--- config.mk ---
export PLATFORM = sky130hd
export DESIGN_NAME = fifo_wr_frontend
export DESIGN_NICKNAME = d
export VERILOG_FILES = /design/src/rtl/fifo_pkg.sv /design/src/rtl/gray2bin.sv /design/src/rtl/fifo_wr_frontend.sv
export SDC_FILE = /design/constraint.sdc
export NUM_CORES = 1
export LEC_CHECK = 0
export CORE_AREA = 2 2 84 46
export DETAILED_ROUTE_END_ITERATION = 8
export DIE_AREA = 0 0 86 48
export PLACE_DENSITY_LB_ADDON = 0.12
export REMOVE_ABC_BUFFERS = 1
export SKIP_LAST_GASP = 1
export SLEW_MARGIN = 20
export SYNTH_ARGS = -nofsm -noshare
export SYNTH_HDL_FRONTEND = slang
export SYNTH_SLANG_ARGS = --single-unit
--- constraint.sdc ---
create_clock -name i_clk -period 1.41 [get_ports i_clk]
set_input_delay 0.282 -clock i_clk [delete_from_list [all_inputs] [get_ports i_clk]]
set_output_delay 0.282 -clock i_clk [all_outputs]
set_load 0.02 [all_outputs]
--- src/rtl/fifo_pkg.sv ---
// Shared definitions for the FIFO write-side front end: default widths,
// skid-buffer state encoding and a Gray-to-binary helper.
package fifo_pkg;

    localparam int DEFAULT_DATA_WIDTH = 8;
    localparam int DEFAULT_PTR_WIDTH  = 3;

    // Skid-buffer occupancy states (value equals number of held words)
    localparam int         SKID_STATE_W = 2;
    localparam logic [1:0] SKID_EMPTY   = 2'd0;
    localparam logic [1:0] SKID_ONE     = 2'd1;
    localparam logic [1:0] SKID_TWO     = 2'd2;

    // Gray-to-binary for codes up to 32 bits; narrower codes are
    // zero-extended by the caller, which leaves the low bits correct.
    function automatic logic [31:0] gray_to_bin(input logic [31:0] gray);
        logic [31:0] bin;
        bin[31] = gray[31];
        for (int i = 30; i >= 0; i--) begin
            bin[i] = bin[i+1] ^ gray[i];
        end
        return bin;
    endfunction

endpackage

--- src/rtl/gray2bin.sv ---
// Purely combinational Gray-to-binary converter, WIDTH up to 32 bits.
module gray2bin
    import fifo_pkg::*;
#(
    parameter int WIDTH = DEFAULT_PTR_WIDTH + 1
) (
    input  logic [WIDTH-1:0] i_gray,
    output logic [WIDTH-1:0] o_bin
);

    assign o_bin = WIDTH'(gray_to_bin(32'(i_gray)));

endmodule

--- src/rtl/fifo_wr_frontend.sv ---
// FIFO write-side front end: a 2-entry skid buffer that turns an upstream
// valid/ready stream into memory write strobes gated by the full flag, plus
// an optional registered fill level / almost-full computation.
// Optional feature macro: FIFO_WR_LEVEL_EN (level logic; default build ties
// o_level and o_almost_full to 0).
module fifo_wr_frontend
    import fifo_pkg::*;
#(
    parameter int DATA_WIDTH = DEFAULT_DATA_WIDTH,
    parameter int PTR_WIDTH  = DEFAULT_PTR_WIDTH,
    parameter int AF_MARGIN  = 1
) (
    input  logic                    i_clk,
    input  logic                    i_rstn,
    input  logic                    i_valid,
    input  logic [DATA_WIDTH-1:0]   i_data,
    output logic                    o_ready,
    output logic                    o_wr_en,
    output logic [DATA_WIDTH-1:0]   o_wr_data,
    input  logic                    i_full,
    input  logic [PTR_WIDTH:0]      i_b_wr_ptr,
    input  logic [PTR_WIDTH:0]      i_g_rd_ptr_sync,
    output logic [PTR_WIDTH:0]      o_level,
    output logic                    o_almost_full,
    output logic [SKID_STATE_W-1:0] o_skid_state
);

    localparam int               DEPTH     = 2 ** PTR_WIDTH;
    localparam logic [PTR_WIDTH:0] AF_THRESH = (PTR_WIDTH + 1)'(DEPTH - AF_MARGIN);

    // Handshake: a word moves from upstream on a rising edge where
    // i_valid=1 and o_ready=1; upstream must hold i_valid/i_data stable until
    // then. o_ready is a flop, so it never depends on i_valid in the same
    // cycle. Downstream has no ready: a memory write happens in every cycle
    // with o_wr_en=1, which is only raised while i_full=0.

    logic [SKID_STATE_W-1:0] state_q, state_d;
    logic [DATA_WIDTH-1:0]   head_q, head_d;   // oldest held word
    logic [DATA_WIDTH-1:0]   tail_q, tail_d;   // second word, only valid in TWO
    logic                    ready_q;
    logic                    transfer;
    logic                    write;

    assign transfer = i_valid & ready_q;
    assign write    = (state_q != SKID_EMPTY) & ~i_full;

    assign o_ready      = ready_q;
    assign o_wr_en      = write;
    assign o_wr_data    = head_q;
    assign o_skid_state = state_q;

    // Next-state and data movement of the skid buffer
    always_comb begin
        state_d = state_q;
        head_d  = head_q;
        tail_d  = tail_q;
        case (state_q)
            SKID_EMPTY: begin
                if (transfer) begin
                    state_d = SKID_ONE;
                    head_d  = i_data;
                end
            end
            SKID_ONE: begin
                case ({transfer, write})
                    2'b10: begin
                        state_d = SKID_TWO;
                        tail_d  = i_data;
                    end
                    2'b01: begin
                        state_d = SKID_EMPTY;
                    end
                    2'b11: begin
                        // head leaves and the new word becomes head
                        head_d = i_data;
                    end
                    default: begin
                    end
                endcase
            end
            SKID_TWO: begin
                // ready is low here, so only a write can happen
                if (write) begin
                    state_d = SKID_ONE;
                    head_d  = tail_q;
                end
            end
            default: begin
                state_d = SKID_EMPTY;
            end
        endcase
    end

    // Skid buffer registers; ready is derived from the next state so that
    // back-pressure appears in the cycle the buffer becomes TWO
    always_ff @(posedge i_clk or negedge i_rstn) begin
        if (!i_rstn) begin
            state_q <= SKID_EMPTY;
            head_q  <= '0;
            tail_q  <= '0;
            ready_q <= 1'b0;
        end else begin
            state_q <= state_d;
            head_q  <= head_d;
            tail_q  <= tail_d;
            ready_q <= (state_d != SKID_TWO);
        end
    end

`ifdef FIFO_WR_LEVEL_EN
    logic [PTR_WIDTH:0] rd_bin;
    logic [PTR_WIDTH:0] level_d;

    gray2bin #(
        .WIDTH (PTR_WIDTH + 1)
    ) u_gray2bin (
        .i_gray (i_g_rd_ptr_sync),
        .o_bin  (rd_bin)
    );

    // Modular subtraction handles pointer wrap-around naturally
    assign level_d = i_b_wr_ptr - rd_bin;

    // Registered fill level and almost-full flag
    always_ff @(posedge i_clk or negedge i_rstn) begin
        if (!i_rstn) begin
            o_level       <= '0;
            o_almost_full <= 1'b0;
        end else begin
            o_level       <= level_d;
            o_almost_full <= (level_d >= AF_THRESH);
        end
    end
`else
    // Level logic absent: ports stay, outputs are constant
    logic unused_level_inputs;

    assign o_level             = '0;
    assign o_almost_full       = 1'b0;
    assign unused_level_inputs = ^{i_b_wr_ptr, i_g_rd_ptr_sync, AF_THRESH};
`endif

endmodule

==> results of run 1 <==
[what timing repair did]
| item | 4_1_cts | 5_1_grt |
|---|---|---|
| setup endpoints to repair | 28 | 18 |
| hold buffers | 0 | 0 |
| cloned | 0 | 0 |
| resized for setup | 34 | 5 |
| pin swaps | 3 | 1 |
| setup buffers | 0 | 1 |
[logic make-up (layout without fill, tap and decap cells)]
group | count (synthesis) | count (layout)
compound gates | 2 | 2
buf+inv | 7 | 39
flops | 19 | 19
mux | 25 | 25
other cells | 1 | 5
simple gates | 12 | 12
[stage by stage]
step	TNS, ns	hold slack, ns	power [mW]	std cells	area [µm²]
3_5_place_dp	-5.89	0.496	2.25	139	1300
6_report	-0.192	0.384	2.72	144	1450
3_3_place_gp	-6.11	0.488	2.23	139	1300
5_1_grt	-0.868	0.426	2.89	144	1450
2_1_floorplan	-2.81	-0.0136	1.67	63	926
4_1_cts	-0.575	0.406	2.71	143	1430
[cell usage in the layout, fill, tap and decap left out]
cell type,n
mux2_4,20
dfrtp_1,16
dlygate4sd2_1,12
clkdlybuf4s50_1,9
buf_6,6
mux2_2,5
conb_1,5
nand2_1,4
buf_4,4
clkbuf_8,3
dfrtp_2,3
nor2_1,2
nand4bb_4,2
buf_12,2
nand2b_4,1
nand4b_1,1
and2_1,1
o221ai_1,1
o211ai_4,1
nor3_4,1
clkbuf_1,1
clkdlybuf4s15_1,1
clkbuf_2,1
[final cells by class]
cell class | instances | share of cell area, %
multi-input cells | 44 | 36.3
flip-flops and latches | 19 | 33.0
repair buffers | 35 | 23.9
well taps | 42 | 3.62
clock buffers | 4 | 3.10
[where the power goes]
group / total, mW / internal (mW) / switching, mW
Combinational: 1.36 / 0.810 / 0.552
Sequential: 0.978 / 0.812 / 0.167
Clock: 0.376 / 0.201 / 0.175
[sequential cells by signal, indices dropped and copies added, names as in the netlist]
signal and flops:
o_skid_state 2, tail_q 8, o_wr_data 8, o_ready 1
[worst register-to-register path, stage by stage, from the launching register on]
cell and delay, ns:
dfrtp_2 0.45, nand2b_4 0.19, buf_6 0.14, mux2_4 0.29
mux2_4 0.26
[Yosys cell counts]
master and number:
nand4bb_1 2, buf_4 5, buf_6 2, and2_1 1, nand4b_1 1, mux2_2 14, nor2_1 2, o211ai_4 1
nor3_2 1, mux2_4 11, nand2_1 4, conb_1 1, o221ai_1 1, nand2b_2 1, dfrtp_1 19
[layer usage]
| layer | part of all wire, % | routed length [µm] |
|---|---|---|
| met1 | 49 | 1030 |
| met2 | 45 | 942 |
| met3 | 5.4 | 114 |
| met4 | 0.43 | 9 |
| met5 | 0 | 0 |
[worst paths after layout]
path                                       from            to  slack [ns]  cells after the start
min in group i_clk                 o_wr_data[7]  o_wr_data[7]        0.50                      1
worst min register to register     o_wr_data[7]  o_wr_data[7]        0.50                      1
max in group asynchronous                i_rstn       o_ready        0.80                      2
worst min-delay path                     i_rstn  o_wr_data[0]        0.38                      2
worst max-delay path            o_skid_state[0]  o_wr_data[3]       -0.03                      4
worst max register to register  o_skid_state[0]  o_wr_data[3]       -0.03                      4
==> results.cfg, run 1 <==
[floorplanning]
rows = 15
die_h_um = 48
die-area_um2 = 4130
die_width_um = 86
floorplan.initialDensity_pct = 29.2
io_pins = 37
core_um2 = 3320

[placed_design]
hpwl_mm = 1.42
place_congestion = 0.675
dp_slack_ns = -0.356
numPortBuffers = 23

[job]
maxCapViolCount = 0

[drt]
drtIter0Drc = 15
avgViaCountPerCell = 4.35
dr.pass1.iters = 2
drc = 0
wire_per_inst_um = 14.5
antenna_left = 0
wl_mm = 2.09
num_vias = 626

[layout]
fin_nets = 123
final_util_pct = 43.7
syn_to_final_growth_pct = 49.6
multi_input_area_um2 = 528
antennaDiodeCount = 0
seq_area_um2 = 479
drive_gt1_share_pct = 48.0
fillers = 308

[worst_setup_path]
start_kind = flop
crit_top_cell = mux2_4
cp-end-kind = flop
worst-endpoint-arrival_ns = 1.58
required_ns = 1.55
crit_chain = nand2b_4 -> buf_6 -> mux2_4 -> mux2_4
critPathKind = flop to flop
cp_slowest_cell = dfrtp_2
max_stage_delay_ns = 0.45
path_max_fanout = 5
crit_family = multiplexers
critical_path_buf_inv_count = 1

[min_path]
hold_class = input pin to async pin

[sta]
setup_ws_ns = -0.0256
setup_viol = 10
slew_violations = 0
rsz0062_at_grt = yes
skew_ns = 0.000330
period_share_pct = 102
hold_viol_final = 0
max_clock_freq_mhz = 697
period_needed_ns = 1.44

[global_route]
grt_max_degree = 20
antenna_found_initial = 0
use_met3_pct = 4.83
use_met1_pct = 15.6
grt_pass1_wl_mm = 3.48
grt_util_all_layers_pct = 11.8
grt_pass1_vias = 655
gr-total-overflow = 0
use_met2_pct = 18.4
grt-busiest-layer = met2

[synth]
yosysUniqueCellTypes = 15
synthAdderAreaFrac_pct = 0
synthTopCellsByArea = dfrtp_1, mux2_4, mux2_2, buf_4, buf_6
synth_top_area_cell = dfrtp_1
synth-compound-area-share_pct = 3.09
synth_area_um2 = 971
synthXorXnorAreaFrac_pct = 0
yosys.area_share.simple_pct = 8.12
synth.ff_latch_count = 19
netlist_instances = 66
ys_seq_area_share_pct = 49.0
yosys_warnings = 0
syn_avg_cell_area_um2 = 14.7
muxShareOfSynthArea_pct = 33.2
synth_top_family_by_area = multiplexers
synth_top_area_share_pct = 49.0

[power]
peakVddDrop_uv = 675
power_density_nw_per_um2 = 1870
p_leak_nw = 0.673

[clock_network]
cts_buffers = 3
worstSkewPairLatency_ns = 0.25
cts_root_buffer = clkbuf_8
cts_tree = built
clockBufferDepth = 2
cts.sink_count = 19
path_clk_slew_ns = 0.07
htreeDepth = 1

[run_status]
run_status = finished, violations left
violations = negative setup slack
Note: power is estimated with default switching activity, not from simulation.
==> run 2, diff against run 1 <==
--- a/config.mk
+++ b/config.mk
@@ -8,6 +8,7 @@
 export CORE_AREA = 2 2 84 46
 export DETAILED_ROUTE_END_ITERATION = 8
 export DIE_AREA = 0 0 86 48
+export GPL_TIMING_DRIVEN = 0
 export PLACE_DENSITY_LB_ADDON = 0.12
 export REMOVE_ABC_BUFFERS = 1
 export SKIP_LAST_GASP = 1
==> results.cfg, run 2 (synthesis gave the netlist of run 1 again) <==
[clock_network]
worstSkewPairLatency_ns = 0.25
path_clk_slew_ns = 0.07
cts_buffers = 3
cts_root_buffer = clkbuf_8
cts_tree = built
htreeDepth = 1
cts.sink_count = 19
clockBufferDepth = 2

[placed_design]
placedCellCount = 128
place_congestion = 0.651
numPortBuffers = 23

[min_path]
hold_class = flop to flop
holdPathEnd = o_wr_data[6]
min_path_cells = 1
hp-start = o_wr_data[6]

[sta]
slew_violations = 0
skew_ns = 0.00189
rsz0062_at_grt = yes
worst_pin_slew_ns = 0.895
maxSlewHeadroom_pct = 40.2
period_needed_ns = 1.46
setup_ws_ns = -0.0510
hold_viol_final = 0
period_share_pct = 104
max_clock_freq_mhz = 684
setup_viol = 13

[layout]
syn_to_final_growth_pct = 46.6
final_cells = 141
fillers = 314
final_common_cell = mux2_4
seq_area_um2 = 478
mostFrequentLayoutCells = mux2_4, dfrtp_1, dlygate4sd2_1, clkdlybuf4s50_1, mux2_2
antennaDiodeCount = 0
multi_input_area_um2 = 514
drive_gt1_share_pct = 46.5
fin_nets = 120

[power]
power_density_nw_per_um2 = 1890
peakVddDrop_uv = 569
p_leak_nw = 0.662
power.total_mw = 2.69

[floorplanning]
die_width_um = 86
rows = 15
die_h_um = 48
io_pins = 37
core_um2 = 3320
floorplan.initialDensity_pct = 29.2
die-area_um2 = 4130

[worst_setup_path]
worst-endpoint-arrival_ns = 1.60
start_kind = flop
worstRegToRegCells = 4
cp-end-kind = flop
crit_path_start = o_skid_state[0]
critPathKind = flop to flop
r2r_setup_slack_ns = -0.05
required_ns = 1.55
path_max_fanout = 6
rr_startpoint = o_skid_state[0]
reg2reg_to = o_wr_data[3]

[drt]
num_vias = 619
drtIter0Drc = 22
drc = 0
wire_per_inst_um = 14.2
avgViaCountPerCell = 4.39
antenna_left = 0
wl_mm = 2.01
dr.pass1.iters = 2

[run_status]
run_status = finished, violations left
violations = negative setup slack

[global_route]
grt_pass1_wl_mm = 3.10
grt_pass1_vias = 656
grt_util_all_layers_pct = 10.4
antenna_found_initial = 0
gr-total-overflow = 0
grt_max_degree = 20

[job]
maxCapViolCount = 0
[run 2: cell type report]
cell class	instances	share of cell area, %
Multi-Input combinational cell	44	36.1
Sequential cell	19	33.6
Timing Repair Buffer	32	23.5
Tap cell	42	3.69
Clock buffer	4	3.16
[run 2: critical path, cell delays in order (launching register included)]
cell      delay [ns]
dfrtp_2         0.44
nand2b_4        0.21
buf_4           0.16
mux2_4          0.28
mux2_2          0.26
[run 2: per-layer routing]
layer	part of all wire, %	up-vias	global-route usage [%]
met5	0	-	0
li1	-	293	-
met1	49	309	12.4
met4	0	0	1.90
met2	46	17	18.4
met3	5.2	0	4.48
[run 2: stage by stage]
stage          setup TNS, ns  utilization (%)  hold slack, ns  instance area, µm²  worst slack [ns]
6_report              -0.386             42.9           0.507                1420           -0.0510
5_1_grt                -1.31             42.9           0.519                1420           -0.0961
4_1_cts               -0.972             41.1           0.483                1370           -0.0978
3_5_place_dp          -11.32             36.4           0.496                1210            -0.793
3_3_place_gp          -10.59             36.4           0.489                1210            -0.770
2_1_floorplan          -2.81                -         -0.0136                 926            -0.255
[run 2: how the worst max path moves through the flow]
stage	depth (start not counted)	end	slack, ns
detailed placement	4	tail_q[5]	-0.79
global route	4	o_wr_data[3]	-0.1
CTS	4	o_wr_data[6]	-0.1
finish	4	o_wr_data[3]	-0.05
global placement	4	tail_q[5]	-0.77
floorplan	3	o_wr_data[3]	-0.26
[run 2: power breakdown]
group	switching [mW]	internal, mW
logic	0.547	0.790
registers	0.172	0.811
clock network	0.167	0.200
[run 2: repair_timing]
item                                    4_1_cts  5_1_grt
endpoints found under the setup margin       28       17
hold buffers                                  0        0
pin swaps                                     2        3
buffers inserted                              9        0
hold endpoints to repair                      0        0
resized for setup                            21       13
